--- src/rtl/delay_measure.sv ---
// Purpose : measure the i_clk-cycle latency between a rising edge on i_start and the matching rising edge on i_echo.
// Latency : the result is registered on the clock edge that samples the echo rise, or the timeout count.
// Backpres: the result is held in DONE with o_valid high until o_valid && i_ready. Edges seen while DONE are dropped.
//
// Ports:
//   i_clk, i_rst_n     : clock (rising edge) and asynchronous active-low reset
//   i_start, i_echo    : stimulus and echo lines; only their 0->1 transitions matter
//   o_delay_cnt        : measured latency, or P_TIMEOUT when no echo arrived
//   o_timeout          : 1 when o_delay_cnt reports an abandoned measurement
//   o_valid / i_ready  : result handshake
//   o_busy             : high while a measurement is counting
module delay_measure #(
  parameter int P_CNT_WIDTH = 16,
  parameter int P_TIMEOUT   = 1000
) (
  input  logic                   i_clk,
  input  logic                   i_rst_n,
  input  logic                   i_start,
  input  logic                   i_echo,
  input  logic                   i_ready,
  output logic [P_CNT_WIDTH-1:0] o_delay_cnt,
  output logic                   o_timeout,
  output logic                   o_valid,
  output logic                   o_busy
);

  localparam logic [P_CNT_WIDTH-1:0] LP_TIMEOUT = P_CNT_WIDTH'(P_TIMEOUT);
  localparam logic [P_CNT_WIDTH-1:0] LP_ONE     = P_CNT_WIDTH'(1);

  typedef enum logic [1:0] {
    S_IDLE  = 2'd0,
    S_COUNT = 2'd1,
    S_DONE  = 2'd2
  } state_t;

  state_t                 state_q;
  logic [P_CNT_WIDTH-1:0] cnt_q;
  logic [P_CNT_WIDTH-1:0] cnt_d;
  logic [P_CNT_WIDTH-1:0] delay_q;
  logic                   timeout_q;
  logic                   valid_q;
  logic                   busy_q;
  logic                   prev_start_q;
  logic                   prev_echo_q;
  logic                   rise_start;
  logic                   rise_echo;

  assign rise_start = i_start && !prev_start_q;
  assign rise_echo  = i_echo  && !prev_echo_q;
  assign cnt_d      = cnt_q + LP_ONE;

  assign o_delay_cnt = delay_q;
  assign o_timeout   = timeout_q;
  assign o_valid     = valid_q;
  assign o_busy      = busy_q;

  always_ff @(posedge i_clk or negedge i_rst_n) begin
    if (!i_rst_n) begin
      state_q      <= S_IDLE;
      cnt_q        <= '0;
      delay_q      <= '0;
      timeout_q    <= 1'b0;
      valid_q      <= 1'b0;
      busy_q       <= 1'b0;
      // Reset high so a line already asserted at reset release is not an edge.
      prev_start_q <= 1'b1;
      prev_echo_q  <= 1'b1;
    end else begin
      prev_start_q <= i_start;
      prev_echo_q  <= i_echo;
      case (state_q)
        S_IDLE: begin
          if (rise_start && rise_echo) begin
            delay_q   <= '0;
            timeout_q <= 1'b0;
            valid_q   <= 1'b1;
            state_q   <= S_DONE;
          end else if (rise_start) begin
            // The start-edge sample counts as the first elapsed edge.
            cnt_q   <= LP_ONE;
            busy_q  <= 1'b1;
            state_q <= S_COUNT;
          end
        end
        S_COUNT: begin
          // Echo is checked first so an echo landing on the timeout count wins.
          if (rise_echo) begin
            delay_q   <= cnt_q;
            timeout_q <= 1'b0;
            valid_q   <= 1'b1;
            busy_q    <= 1'b0;
            state_q   <= S_DONE;
          end else if (cnt_q == LP_TIMEOUT) begin
            delay_q   <= LP_TIMEOUT;
            timeout_q <= 1'b1;
            valid_q   <= 1'b1;
            busy_q    <= 1'b0;
            state_q   <= S_DONE;
          end else begin
            cnt_q <= cnt_d;
          end
        end
        S_DONE: begin
          if (i_ready) begin
            valid_q <= 1'b0;
            state_q <= S_IDLE;
          end
        end
        default: begin
          state_q <= S_IDLE;
          busy_q  <= 1'b0;
          valid_q <= 1'b0;
        end
      endcase
    end
  end

endmodule
--- config.mk ---
export PLATFORM = sky130hd
export DESIGN_NAME = delay_measure
export DESIGN_NICKNAME = d
export VERILOG_FILES = /design/src/rtl/delay_measure.sv
export SDC_FILE = /design/constraint.sdc
export NUM_CORES = 1
export LEC_CHECK = 0
export ABC_AREA = 1
export BUFFER_PORTS_ARGS = -buffer_cell sky130_fd_sc_hd__buf_2
export CAP_MARGIN = 30
export CORE_AREA = 2 2 94 96
export DETAILED_ROUTE_END_ITERATION = 10
export DIE_AREA = 0 0 96 98
export GPL_TIMING_DRIVEN = 0
export SLEW_MARGIN = 40
export SYNTH_ARGS = -nofsm -noshare
export SYNTH_HDL_FRONTEND = slang
export SYNTH_SLANG_ARGS = --single-unit
export TNS_END_PERCENT = 50
--- constraint.sdc ---
create_clock -name i_clk -period 1.7 [get_ports i_clk]
set_input_delay 0.51 -clock i_clk [delete_from_list [all_inputs] [get_ports i_clk]]
set_output_delay 0.51 -clock i_clk [all_outputs]
set_load 0.03 [all_outputs]
==> impl_metrics.csv <==
group,metric,value,unit
run_status,outcome,"finished, final reports clean",
die,fp-row-count,34,
cts,path_clk_slew,0.08,ns
cts,postCtsHoldBufs,0,
cts,htreeDepth,2,
setup_path,crit_chain,"inv_2 -> ha_4 -> nand4_1 -> nor2_2 -> nand2_2 -> nand2_4 -> nand2_8 -> clkbuf_16 -> nand2_2 -> o21ai_1",
global_route,grt_max_degree,40,
routing,drt_pre_antenna_iters,4,
layout,n_antenna_cell,0,
pwr,power_frac_clock,22.6,%
setup_path,cp_num_buf_inv,2,
setup_path,cp_max_fo,8,
global_route,antenna_found_initial,0,
timing,hold_viol_final,0,
die,dieArea,9408,um2
routing,drt-initial-drc-count,108,
timing,max_freq,609.8,MHz
pwr,p_switching,1241,uW
layout,final_layout_size_suffix_gt1_share,25.60,%
die,core_area,8466,um2
logic_synthesis,syn-cell-area,2031,um2
logic_synthesis,syn_area_per_cell,7.932,um2
setup_path,cp.arrival,1.82,ns
timing,final.setup.worst_slack,0.06007,ns
setup_path,slowest_delay,0.45,ns
timing,finClkSkew,0.007357,ns
routing,via_per_inst,4.394,
global_route,grt-ovfl-total,0,
cts,numCtsBuffers,5,
setup_path,crit_type,"flip-flop to flip-flop",
cts,insertion_delay,0.30,ns
routing,drtAntennaViolNets,0,
setup_path,crit_required,1.88,ns
pwr,p_leak,0.001128,uW
setup_path,critPathLaunchType,"flip-flop",
timing,setup_violations,0,
global_route,grt_first_pass_wirelength,8114,um
cts,cts_sinks,39,
pwr,pwr-share-seq,38.2,%
timing,whs,0.1698,ns
global_route,first_global_vias,1774,
global_route,grt_use_total,10.82,%
logic_synthesis,synth_top_area_cell,"dfrtp_1",
timing,post-route-period-util,96.47,%
logic_synthesis,synth.distinct_cells,23,
placement,portBuffers,23,
routing,wl,4841,um
placement,post-place-ws,-0.07315,ns
die,die_w,96,um
logic_synthesis,synthDominantCellAreaShare,45.59,%
logic_synthesis,yosysSeqAreaShare,48.18,%
timing,min_period,1.640,ns
timing,slew-limit-headroom,67.37,%
routing,drc,0,
logic_synthesis,postSynthCellCount,256,
pwr,swShare,39.85,%
timing,rsz0062_at_grt,"yes",
routing,dr_total_vias,1762,
logic_synthesis,ys_ff_latch,39,
layout,syn2layout_area_growth,23.23,%
setup_path,cpMaxStageDelayCell,"dfrtp_2",
timing,worst_slew_pin_slew,0.4894,ns
placement,place_congestion,0.8789,
pwr,power_frac_comb,39.2,%
timing,slew_viol_final,0,
pwr,cellPowerDensity,1245,nW/um2
die,io_pins,24,
layout,design_area,2502,um2
routing,wl_per_cell,12.07,um
die,start_util,23.99,%
logic_synthesis,synth_area_leaders,"dfrtp_1, nand2_1, o21ai_0, nand3_1, inv_1",
pwr,ir_worst_vdd,0.4369,mV
flow_run,maxCapViolCount,0,
placement,placed_area,2283,um2
pwr,finalPower,3115,uW
setup_path,worst_setup_path_end_kind,"flip-flop",
layout,nets,299,
pwr,p_int,1874,uW
cts,clockRootBuffer,"clkbuf_8",
cts,cts_tree,"done",
setup_path,cp_top_family,"simple AND/OR/NAND/NOR gates",
logic_synthesis,syn_nets,263,
die,die_h,98,um
placement,hpwl,3632,um
cts,clk_path_buf_depth,2,
layout,fin_util,29.56,%
logic_synthesis,ys_warn_count,0,
setup_path,critPathMostFrequentCell,"nand2_2",
hold_path,hold_path.class,"primary input to async pin",
## power by group through the flow
stage / Combinational, uW / Clock [uW] / Sequential, uW
CTS: 1080 / 727 / 1180
detailed placement: 1060 / 0 / 1200
global placement: 1050 / 0 / 1190
finish: 1220 / 704 / 1190
floorplan: 562 / 0 / 1380
global route: 1360 / 767 / 1210
## stage by stage
step                TNS (ns)  instances
finish                     0        401
global route         -0.1106        401
CTS                        0        396
detailed placement   -0.6446        387
global placement     -0.4514        387
floorplan                  0        256
## layer usage
metal	GRT usage [%]	wire [um]	share of wire, %
met2	18.43	2375	49
met3	1.775	162	3.3
met5	0	0	0
met1	12.63	2116	44
met4	6.044	187	3.9
## final cells by class
type / count / area, um2
Fill cell: 913 / 5963
Sequential cell: 39 / 979.7
Multi-Input combinational cell: 186 / 964.7
Timing Repair Buffer: 29 / 180.2
Tap cell: 108 / 135.1
Inverter: 26 / 97.59
Clock buffer: 7 / 96.34
Buffer: 5 / 41.29
Clock inverter: 1 / 7.507
## cell usage after synthesis, drive strengths merged
library cell and count:
xor2 5, nand4 4, nand2 79, o21ai 39, nor2 29, nand3b 2
inv 26, nor3 3, a21oi 1, nand3 22, dfstp 2, dfrtp 37
buf 4, clkbuf 1, ha 2
## cell usage in the layout (no fill, tap or decap)
| cell | n |
|---|---|
| nand2_1 | 67 |
| dfrtp_1 | 36 |
| buf_2 | 25 |
| o21ai_0 | 25 |
| inv_1 | 23 |
| nor2_1 | 22 |
| nand3_1 | 22 |
| nand2_2 | 9 |
| o21ai_2 | 7 |
| o21ai_1 | 7 |
| clkbuf_8 | 7 |
| buf_4 | 6 |
| xor2_1 | 5 |
| nor2_2 | 4 |
| nand4_1 | 4 |
| inv_2 | 3 |
| nor2_4 | 3 |
| nor3_1 | 3 |
| nand2_4 | 2 |
| nand3b_1 | 2 |
| dfstp_2 | 2 |
| nand2_8 | 1 |
| buf_6 | 1 |
| buf_8 | 1 |
| a21oi_1 | 1 |
| ha_4 | 1 |
| ha_1 | 1 |
| clkinvlp_4 | 1 |
| clkbuf_16 | 1 |
| dfrtp_2 | 1 |
## kinds of logic (layout without fill, tap and decap cells)
logic type | Yosys count | after routing | synth area share, %
buf+inv | 31 | 68 | 6.592
flops | 39 | 39 | 48.18
compound gates | 40 | 40 | 11.15
simple gates | 139 | 139 | 30.68
fa+ha+maj | 2 | 2 | 1.232
xor+xnor | 5 | 5 | 2.156
## path summary, 6_finish.rpt
kind	slack, ns	startpoint	endpoint	depth (start not counted)
setup reg to reg	0.06	cnt_q[0]	o_delay_cnt[12]	10
min in group i_clk	0.31	i_start	prev_start_q	1
setup / recovery	0.06	cnt_q[0]	o_delay_cnt[12]	10
max in group asynchronous	1.18	i_rst_n	cnt_q[0]	1
hold reg to reg	0.47	o_busy	o_busy	2
hold / removal	0.17	i_rst_n	o_delay_cnt[0]	1
## registers in the layout, indices dropped and copies added (netlist names)
signal	cells
cnt_q	16
o_busy	1
o_delay_cnt	16
o_timeout	1
o_valid	1
prev_echo_q	1
prev_start_q	1
state_q	2
## repair_timing
| action | 4_1_cts | 5_1_grt |
|---|---|---|
| gates cloned | 0 | 1 |
| pin swaps | 1 | 3 |
| setup buffers | 1 | 4 |
| setup endpoints to repair | 16 | 27 |
| gates resized for setup | 3 | 14 |
Note: power is estimated with default switching activity, not from simulation.
